[config.mk]
export PLATFORM = sky130hd
export DESIGN_NAME = prover_collapse_v
export DESIGN_NICKNAME = d
export VERILOG_FILES = /design/src/rtl/prover_collapse_v_pkg.sv /design/src/rtl/prover_collapse_v_addmod.sv /design/src/rtl/prover_collapse_v.sv
export SDC_FILE = /design/constraint.sdc
export NUM_CORES = 1
export LEC_CHECK = 0
export CAP_MARGIN = 20
export CORE_UTILIZATION = 44
export CTS_BUF_LIST = sky130_fd_sc_hd__clkbuf_8 sky130_fd_sc_hd__clkbuf_16
export CTS_CLUSTER_DIAMETER = 150
export DETAILED_ROUTE_END_ITERATION = 12
export GPL_TIMING_DRIVEN = 0
export PLACE_DENSITY = 0.65
export RECOVER_POWER = 50
export SLEW_MARGIN = 20
export SYNTH_ARGS = -nofsm -noshare
export SYNTH_HDL_FRONTEND = slang
export SYNTH_SLANG_ARGS = --single-unit
[constraint.sdc]
create_clock -name clk -period 7.8 [get_ports clk]
set_clock_uncertainty 0.1 [all_clocks]
set_input_delay 1.56 -clock clk [delete_from_list [all_inputs] [get_ports clk]]
set_output_delay 1.56 -clock clk [all_outputs]
set_load 0.005 [all_outputs]
[src/rtl/prover_collapse_v_pkg.sv]
// -----------------------------------------------------------------------------
// prover_collapse_v_pkg
// Shared types and helpers for the V-table collapse (fold) engine.
//   state_t      : controller states IDLE / LOAD / FOLD / OUT
//   clamp_levels : limits a requested fold-level count to log2(NVALS)
// Field parameters `F_NBITS and `F_Q normally come from field_arith_defs.v;
// the guarded defaults below only apply when that file was not read first.
// -----------------------------------------------------------------------------
`ifndef F_NBITS
`define F_NBITS 16
`endif
`ifndef F_Q
`define F_Q 16'd65521
`endif

package prover_collapse_v_pkg;

   typedef enum logic [1:0] {
      IDLE = 2'd0,
      LOAD = 2'd1,
      FOLD = 2'd2,
      OUT  = 2'd3
   } state_t;

   // Requests beyond log2(NVALS) would fold past a single element.
   function automatic int unsigned clamp_levels(input int unsigned lev,
                                                input int unsigned max_lev);
      if (lev > max_lev) begin
         return max_lev;
      end else begin
         return lev;
      end
   endfunction

endpackage

[src/rtl/prover_collapse_v_addmod.sv]
// -----------------------------------------------------------------------------
// prover_collapse_v_addmod
// Combinational modular adder: sum = (a + b) mod `F_Q, both inputs < `F_Q.
// Ports:
//   a, b  in  `F_NBITS  operands
//   sum   out `F_NBITS  reduced sum, always < `F_Q
// -----------------------------------------------------------------------------
`ifndef F_NBITS
`define F_NBITS 16
`endif
`ifndef F_Q
`define F_Q 16'd65521
`endif

module prover_collapse_v_addmod
   import prover_collapse_v_pkg::*;
(
   input  logic [`F_NBITS-1:0] a,
   input  logic [`F_NBITS-1:0] b,
   output logic [`F_NBITS-1:0] sum
);

   logic [`F_NBITS:0] w_s;
   logic [`F_NBITS:0] w_q;

   // One extra bit keeps the carry so a single conditional subtract reduces.
   always_comb begin
      w_q = {1'b0, `F_Q};
      w_s = {1'b0, a} + {1'b0, b};
      if (w_s >= w_q) begin
         sum = `F_NBITS'(w_s - w_q);
      end else begin
         sum = w_s[`F_NBITS-1:0];
      end
   end

endmodule

[src/rtl/prover_collapse_v.sv]
// -----------------------------------------------------------------------------
// prover_collapse_v
// Sequential fold engine for the sum-check prover V table. Loads NVALS field
// elements, collapses adjacent pairs by modular addition for a programmable
// number of levels, then streams the shortened vector out.
// Optional feature macro: PROVER_COLLAPSE_V_DUPCHECK_EN
//   defined   -> dup_err flags any folded pair whose halves differ (sticky)
//   undefined -> dup_err tied low, no comparator
// Ports:
//   clk, rst          clock, asynchronous active-high reset
//   start, levels     job start (IDLE only) and requested fold levels
//   in_data/valid/ready   input stream (accepted in LOAD)
//   out_data/valid/ready  output stream (driven in OUT)
//   busy              high whenever not IDLE
//   done              one-cycle pulse after the final output handshake
//   dup_err           sticky duplicate-mismatch flag
// -----------------------------------------------------------------------------
`ifndef F_NBITS
`define F_NBITS 16
`endif
`ifndef F_Q
`define F_Q 16'd65521
`endif

module prover_collapse_v
   import prover_collapse_v_pkg::*;
#(
   parameter int NVALS = 8
) (
   input  logic                       clk,
   input  logic                       rst,
   input  logic                       start,
   input  logic [$clog2(NVALS)-1:0]   levels,
   input  logic [`F_NBITS-1:0]        in_data,
   input  logic                       in_valid,
   output logic                       in_ready,
   output logic [`F_NBITS-1:0]        out_data,
   output logic                       out_valid,
   input  logic                       out_ready,
   output logic                       busy,
   output logic                       done,
   output logic                       dup_err
);

   localparam int LW = $clog2(NVALS);
   localparam int NW = LW + 1;

   state_t              r_state;
   logic [`F_NBITS-1:0] r_mem [NVALS];
   logic [LW-1:0]       r_cnt;
   logic [LW-1:0]       r_lev_left;
   logic [NW-1:0]       r_len;
   logic                r_done;

   logic [LW-1:0]       w_idx0;
   logic [LW-1:0]       w_idx1;
   logic [LW-1:0]       w_half_m1;
   logic [LW-1:0]       w_len_m1;
   logic [LW-1:0]       w_lev_clamped;
   logic [`F_NBITS-1:0] w_a;
   logic [`F_NBITS-1:0] w_b;
   logic [`F_NBITS-1:0] w_sum;

   // Pair addressing and loop bounds for the current level.
   always_comb begin
      w_idx0        = LW'({1'b0, r_cnt} << 1);
      w_idx1        = w_idx0 | LW'(1);
      w_half_m1     = LW'((r_len >> 1) - NW'(1));
      w_len_m1      = LW'(r_len - NW'(1));
      w_lev_clamped = LW'(clamp_levels(32'(levels), LW));
      w_a           = r_mem[w_idx0];
      w_b           = r_mem[w_idx1];
   end

   prover_collapse_v_addmod u_addmod (
      .a   (w_a),
      .b   (w_b),
      .sum (w_sum)
   );

   // Controller: load, in-place fold (reads at >= cnt, write at cnt), drain.
   always_ff @(posedge clk or posedge rst) begin
      if (rst) begin
         r_state    <= IDLE;
         r_cnt      <= '0;
         r_len      <= '0;
         r_lev_left <= '0;
         r_done     <= 1'b0;
         for (int i = 0; i < NVALS; i++) begin
            r_mem[i] <= '0;
         end
      end else begin
         r_done <= 1'b0;
         case (r_state)
            IDLE: begin
               if (start) begin
                  r_lev_left <= w_lev_clamped;
                  r_len      <= NW'(NVALS);
                  r_cnt      <= '0;
                  r_state    <= LOAD;
               end
            end
            LOAD: begin
               if (in_valid) begin
                  r_mem[r_cnt] <= in_data;
                  if (r_cnt == LW'(NVALS - 1)) begin
                     r_cnt   <= '0;
                     r_state <= (r_lev_left != '0) ? FOLD : OUT;
                  end else begin
                     r_cnt <= r_cnt + LW'(1);
                  end
               end
            end
            FOLD: begin
               r_mem[r_cnt] <= w_sum;
               if (r_cnt == w_half_m1) begin
                  // Level boundary: next level starts on the following cycle.
                  r_len      <= r_len >> 1;
                  r_lev_left <= r_lev_left - LW'(1);
                  r_cnt      <= '0;
                  if (r_lev_left == LW'(1)) begin
                     r_state <= OUT;
                  end
               end else begin
                  r_cnt <= r_cnt + LW'(1);
               end
            end
            OUT: begin
               if (out_ready) begin
                  if (r_cnt == w_len_m1) begin
                     r_cnt   <= '0;
                     r_state <= IDLE;
                     r_done  <= 1'b1;
                  end else begin
                     r_cnt <= r_cnt + LW'(1);
                  end
               end
            end
            default: begin
               r_state <= IDLE;
            end
         endcase
      end
   end

`ifdef PROVER_COLLAPSE_V_DUPCHECK_EN
   logic r_dup_err;

   // Sticky mismatch flag; a fresh job clears it.
   always_ff @(posedge clk or posedge rst) begin
      if (rst) begin
         r_dup_err <= 1'b0;
      end else if (r_state == IDLE && start) begin
         r_dup_err <= 1'b0;
      end else if (r_state == FOLD && w_a != w_b) begin
         r_dup_err <= 1'b1;
      end else begin
         r_dup_err <= r_dup_err;
      end
   end

   assign dup_err = r_dup_err;
`else
   assign dup_err = 1'b0;
`endif

   // Handshake flags decode straight from state; data only shown in OUT.
   always_comb begin
      in_ready  = (r_state == LOAD);
      out_valid = (r_state == OUT);
      busy      = (r_state != IDLE);
      done      = r_done;
      if (r_state == OUT) begin
         out_data = r_mem[r_cnt];
      end else begin
         out_data = '0;
      end
   end

endmodule

Word level (Yosys, flattened, before mapping) --
Cells that the tools add are included.
Word-level totals: flip-flop bits (word level) 141, input port bits 24, output and inout port bits 21
Cells by class: add/sub/neg operators 6, $lt $le $gt $ge 6, equal/unequal tests 14, multiplexer cells 43, bitwise logic cells 3, reduce and logical (&&, ||, !) cells 10
Operators with widths (number):
- 128-bit bitwise mux | 2
- 128-bit case mux with 2 select lines | 1
- 16-bit binary-select mux with 3-bit select | 3
- 16-bit 2-to-1 mux | 9
- 128-bit 2-to-1 mux | 1
- 16-bit demux with 3-bit select | 1
- 3-bit 2-to-1 mux | 9
- 16-bit by 16-bit adder with 17-bit output | 1
- 17-bit by 16-bit >= comparator with 1-bit output, second input constant | 1
- 16-bit subtractor, second input constant | 1
- 2-bit 2-to-1 mux | 7
- 4-bit >= comparator, second input constant | 3
- 3-bit NOT with 4-bit output | 3
- 3-bit case mux with 4 select lines | 1
- 3-bit by 1-bit subtractor with 3-bit output, second input constant | 3
- 4-bit 2-to-1 mux | 2
- 2-bit inequality test, second input constant | 4
- 2-bit case mux with 4 select lines | 1
- 4-bit case mux with 2 select lines | 1
- 7-bit AND reduction | 1
- 3-bit equality test | 2
- 2-bit by 1-bit inequality test with 1-bit output, second input constant | 3
- 3-bit case mux with 2 select lines | 1
- 3-bit AND reduction | 2
- 13 further kinds | 19

Longest topological paths before layout --
word-level depth 9, mapped depth 18, gate-level depth less buffers 13

Modules after synthesis --
A second synthesis with hierarchy kept.
Unflattened totals: cell total of the unflattened synthesis 906, area, all modules 8897.3 um2
Modules (own cells, without submodules):
- prover_collapse_v | instances 1, cells each 703, area each 7470.9 um2, seq. area each 3528.4 um2
- prover_collapse_v_addmod | instances 1, cells each 203, area each 1426.4 um2, seq. area each 0.0 um2

Worst setup path after synthesis --
No wires, ideal clock.
path kind register to register, start point register r_cnt[1], end point register r_mem[113] (netlist bit), setup time 140 ps, data arrival time 5522 ps, data required time 7560 ps, path slack 2038 ps, cell stages (with the launch flop) 17, path buffers 3, period minus slack after synthesis 5762 ps, path through dfrtp_1 -> buf_1 -> clkbuf_1 -> buf_1 -> mux4_2 -> ha_1 -> fa_1 -> a211oi_4 -> or2_2 -> a41oi_1 -> or3_4 -> or2_4 -> or3_4 -> o31ai_4 -> mux2_2 -> mux2i_1 -> o21ai_0
On the way: longest elaborated chain between the ends 9, elaborated cells between the ends (all ways) 22, those cells by class add/sub (2); order compare (3); mux (13); bitwise (3); reduce/logical (1)
RTL lines:
- start, declared | RTL line prover_collapse_v.sv:50 | logic [LW-1:0] r_cnt;
- start signal, assigned | RTL line prover_collapse_v.sv:110 | r_cnt <= r_cnt + LW'(1);
- start signal, assigned | RTL line prover_collapse_v.sv:125 | r_cnt <= r_cnt + LW'(1);
- start signal, assigned | RTL line prover_collapse_v.sv:135 | r_cnt <= r_cnt + LW'(1);
- 3-bit NOT with 4-bit output, on equally long branches | RTL line prover_collapse_v.sv:71, prover_collapse_v.sv:72
- 16-bit binary-select mux with 3-bit select, on equally long branches | RTL line prover_collapse_v.sv:71, prover_collapse_v.sv:72
- 16-bit 2-to-1 mux, on equally long branches (2 in series) | RTL line prover_collapse_v.sv:71, prover_collapse_v.sv:72
- 16-bit by 16-bit adder with 17-bit output | RTL line prover_collapse_v_addmod.sv:29 | w_s = {1'b0, a} + {1'b0, b};
- 16-bit subtractor / 17-bit by 16-bit >= comparator with 1-bit output (equally long branches) | RTL line prover_collapse_v_addmod.sv:31, prover_collapse_v_addmod.sv:30
- 16-bit 2-to-1 mux | RTL line prover_collapse_v_addmod.sv:30 | if (w_s >= w_q) begin
- 128-bit bitwise mux | RTL line prover_collapse_v.sv:115 | r_mem[r_cnt] <= w_sum;
- 128-bit case mux with 2 select lines * | RTL line prover_collapse_v.sv:94 | case (r_state)
- end signal, assigned by index | RTL line prover_collapse_v.sv:105 | r_mem[r_cnt] <= in_data;
- end signal, assigned by index | RTL line prover_collapse_v.sv:115
- end, declared | RTL line prover_collapse_v.sv:49 | logic [`F_NBITS-1:0] r_mem [NVALS];
Mark *: on every way between the ends. The rest lies on a longest branch, timed or not. The select of a mux whose other input is x is not followed. A chain may end at the register's enable or synchronous reset.

Worst setup path after layout --
start point register r_cnt[1], end point register r_mem[12] (netlist bit)
The elaborated chain is that of the path after synthesis.

==> results.cfg <==
[run_status]
run_status = complete, but fails checks
violations = capacitance limit, slew limit

[critical_path]
critPathArrivalTime_ns = 7.80
start_kind = flip-flop
end_kind = flip-flop
path_max_fanout = 10
critical_path.cell_chain = clkdlybuf4s15_1 > clkbuf_1 > buf_1 > buf_1 > mux4_2 > ha_1 > buf_2 > a21oi_1 > o31ai_1 > o32ai_1 > o211ai_1 > xnor2_1 > or2_2 > clkbuf_1 > or3b_2 > a211oi_1 > a31oi_1 > mux2_2
slowest_delay_ns = 0.70
critPathSlowestCell = clkdlybuf4s15_1
critPathKind = flip-flop to flip-flop
required_ns = 8.02

[place]
post-dp-hpwl_mm = 20.6
place_ws_ns = 0.329
placed_cell_area_um2 = 9900
gp_congestion = 0.920
port_buffers = 43

[clocking]
cts_htree_levels = 4
postCtsSetupRepairBufs = 0
clk_latency_ns = 0.44
clkSlewWorstSetupHoldPaths_ns = 0.06
cts_tree = done
clock-sinks = 141
cts_buffers = 17
cts_root_buf = clkbuf_16
cts_buffer_depth = 2

[grt]
grt_max_degree = 95
grt-ovfl-total = 0
antenna_found_initial = 0
grt_pass1_wl_mm = 44.8
grt_pass1_vias = 7471
grt_usage_pct = 28.0

[detailed_routing]
viasPerCell = 6.30
first_pass_iters = 5
dr_total_vias = 7713
ant_nets = 0
wirelength_met1_mm = 12.5
wl_per_cell_um = 23.6
wl_mm = 28.9
first_iter_violations = 955
top_layer = met4
dr_wl_met2_mm = 13.2
met3WireLength_mm = 2.27
drc = 0

[timing]
slew_headroom_pct = -60.3
setup_tns_ns = 0
final.period_utilization_pct = 97.2
hold_violations = 0
finalSetupViolCount = 0
tightestPinTransition_ns = 2.40
drv_slew = 144
layout_setup_ws_ns = 0.219
rsz0062_at_grt = no
fin_crit_ns = 7.58
max_clock_freq_mhz = 132

[logic_synthesis]
syn_area_um2 = 9080
synth_mux_area_share_pct = 21.2
seq_area_frac_synth_pct = 38.8
synth-async-reset-ratio_pct = 100
synthCells = 879
syn_area_per_cell_um2 = 10.3
yosys.area_share.simple_pct = 13.3
synth_nets = 934
synthAdderAreaFrac_pct = 4.35
synth_top_family_by_area = multiplexers
synth.distinct_cells = 74
yosys_warnings = 0
ys_ff_latch = 141
synthFlopType = dfrtp_1
synth_xor_area_share_pct = 1.93
synth-compound-area-share_pct = 17.0
synth_edf_count = 0

[cells_and_area]
drive_gt1_share_pct = 16.2
diodes = 0
final_nets = 998
syn2layout_area_growth_pct = 15.4
final_area_um2 = 10500

[run]
drv_cap = 2

[power_and_ir_drop]
p_leak_nw = 4.17
irDropWorstVdd_uv = 192
p_per_area_nw_per_um2 = 527
totalPowerFinal_mw = 5.53

[die]
die_h_um = 146
ios = 45
initial_utilization_pct = 44.9
rows = 52
core_um2 = 20200
fp.dieW_um = 146
die-area_um2 = 21200

[min_path]
min_path_type = flip-flop to flip-flop
-- sequential cells by signal (all words and copies together) (netlist names) --
name,cells
r_state,2
r_cnt,3
r_lev_left,3
r_len,4
done,1
r_mem,128
-- worst max-delay path: cells and delay by family (launching register included) --
family                   cells  cell delay (ns)
AO/OA/AOI/OAI                6             1.75
XOR/XNOR                     1             0.18
adder cells (fa/ha/maj)      1             0.34
buffers and inverters        6             3.05
flip-flops                   1             0.44
multiplexers                 2             0.82
AND/OR/NAND/NOR              2             0.76
-- cell usage after synthesis, drive strengths merged (7+ instances only) --
cell type / number / area (um^2)
nand2: 118 / 443
inv: 23 / 86.3
nand3: 18 / 90.1
ha: 30 / 375
mux2: 35 / 398
xnor2: 13 / 114
buf: 19 / 77.6
mux2i: 36 / 360
or2: 7 / 46.3
o21a: 10 / 75.1
nor2b: 20 / 125
nor2: 36 / 135
or3: 7 / 56.3
clkbuf: 33 / 129
nor3: 16 / 95.1
mux4: 52 / 1170
o31ai: 42 / 334
xor2: 7 / 61.3
a31oi: 17 / 106
a21oi: 31 / 155
o21ai: 74 / 370
o22ai: 8 / 50.1
dfrtp: 141 / 3530
-- cells by family (layout without fill, tap and decap cells) --
family                     Yosys count  in the layout
AOI/OAI and AO/OA                  235            235
xor gates and xnor gates            20             20
adders and majority gates           31             31
buffers and inverters               76            152
DFF                                141            141
muxes                              123            123
other                                1              1
and+or+nand+nor                    252            252
-- worst paths after layout --
check                           startpoint          to  slack (ns)  cells past startpoint
worst max-delay path              r_cnt[1]   r_mem[12]        0.22                     18
worst min-delay path             r_mem[67]   r_mem[67]        0.40                      2
worst max register to register    r_cnt[1]   r_mem[12]        0.22                     18
worst min register to register   r_mem[67]   r_mem[67]        0.40                      2
max in group asynchronous              rst  r_mem[114]        2.48                      3
min in group asynchronous              rst   r_mem[51]        2.01                      2
-- metrics by stage --
step | hold WS, ns | util (%) | std cells
2_1_floorplan | 0.360 | - | 879
6_report | 0.404 | 51.8 | 1225
3_5_place_dp | 0.389 | 48.9 | 1194
5_1_grt | 0.434 | 51.8 | 1225
3_3_place_gp | 0.379 | 48.7 | 1192
4_1_cts | 0.403 | 51.8 | 1225
-- metal layers --
| layer | up-vias | track usage, % |
|---|---|---|
| met2 | 376 | 42.8 |
| met3 | 76 | 4.64 |
| li1 | 3425 | - |
| met4 | 0 | 11.4 |
| met1 | 3836 | 39.7 |
| met5 | - | 0 |
-- power by group --
group          total, mW  internal [mW]  switching [mW]
Combinational       3.49           1.39            2.10
Clock              0.818          0.492           0.326
Sequential          1.22          0.995           0.225
Total               5.53           2.88            2.65
-- repair_timing --
item	in CTS	in global routing
hold endpoints to repair	0	0
resized for setup	0	5
endpoints found under the setup margin	0	24
hold buffers	0	0
-- cell type report --
cell class | count | area, um^2
clock inverters | 11 | 119
repair buffers | 45 | 443
multi-input cells | 662 | 5280
plain buffers | 52 | 214
fillers | 1835 | 9750
clock buffers | 20 | 467
inverters | 24 | 91.3
well taps | 270 | 338
flip-flops and latches | 141 | 3530
-- layout by cell type, fill, tap and decap left out, types with 4 or more instances in the layout --
| cell | instances |
|---|---|
| a211oi_1 | 5 |
| mux2i_1 | 36 |
| mux2_2 | 34 |
| xor2_1 | 7 |
| dfrtp_1 | 141 |
| nor2_1 | 36 |
| clkbuf_16 | 17 |
| clkdlybuf4s50_1 | 42 |
| or2_2 | 6 |
| nor3_1 | 11 |
| a22oi_1 | 6 |
| o31ai_1 | 40 |
| o21a_1 | 10 |
| clkbuf_1 | 31 |
| a31oi_1 | 16 |
| buf_1 | 14 |
| a221oi_1 | 6 |
| ha_1 | 30 |
| o22ai_1 | 8 |
| o21ai_0 | 71 |
| nand2_1 | 118 |
| a21o_1 | 5 |
| xnor2_1 | 13 |
| nor3_2 | 5 |
| o211ai_1 | 6 |
| or4_1 | 4 |
| and3_1 | 4 |
| inv_1 | 23 |
| mux4_2 | 52 |
| nand3_1 | 18 |
| nor2b_1 | 20 |
| a21oi_1 | 31 |
| nor3b_1 | 4 |
(Power assumes the default switching activity.)
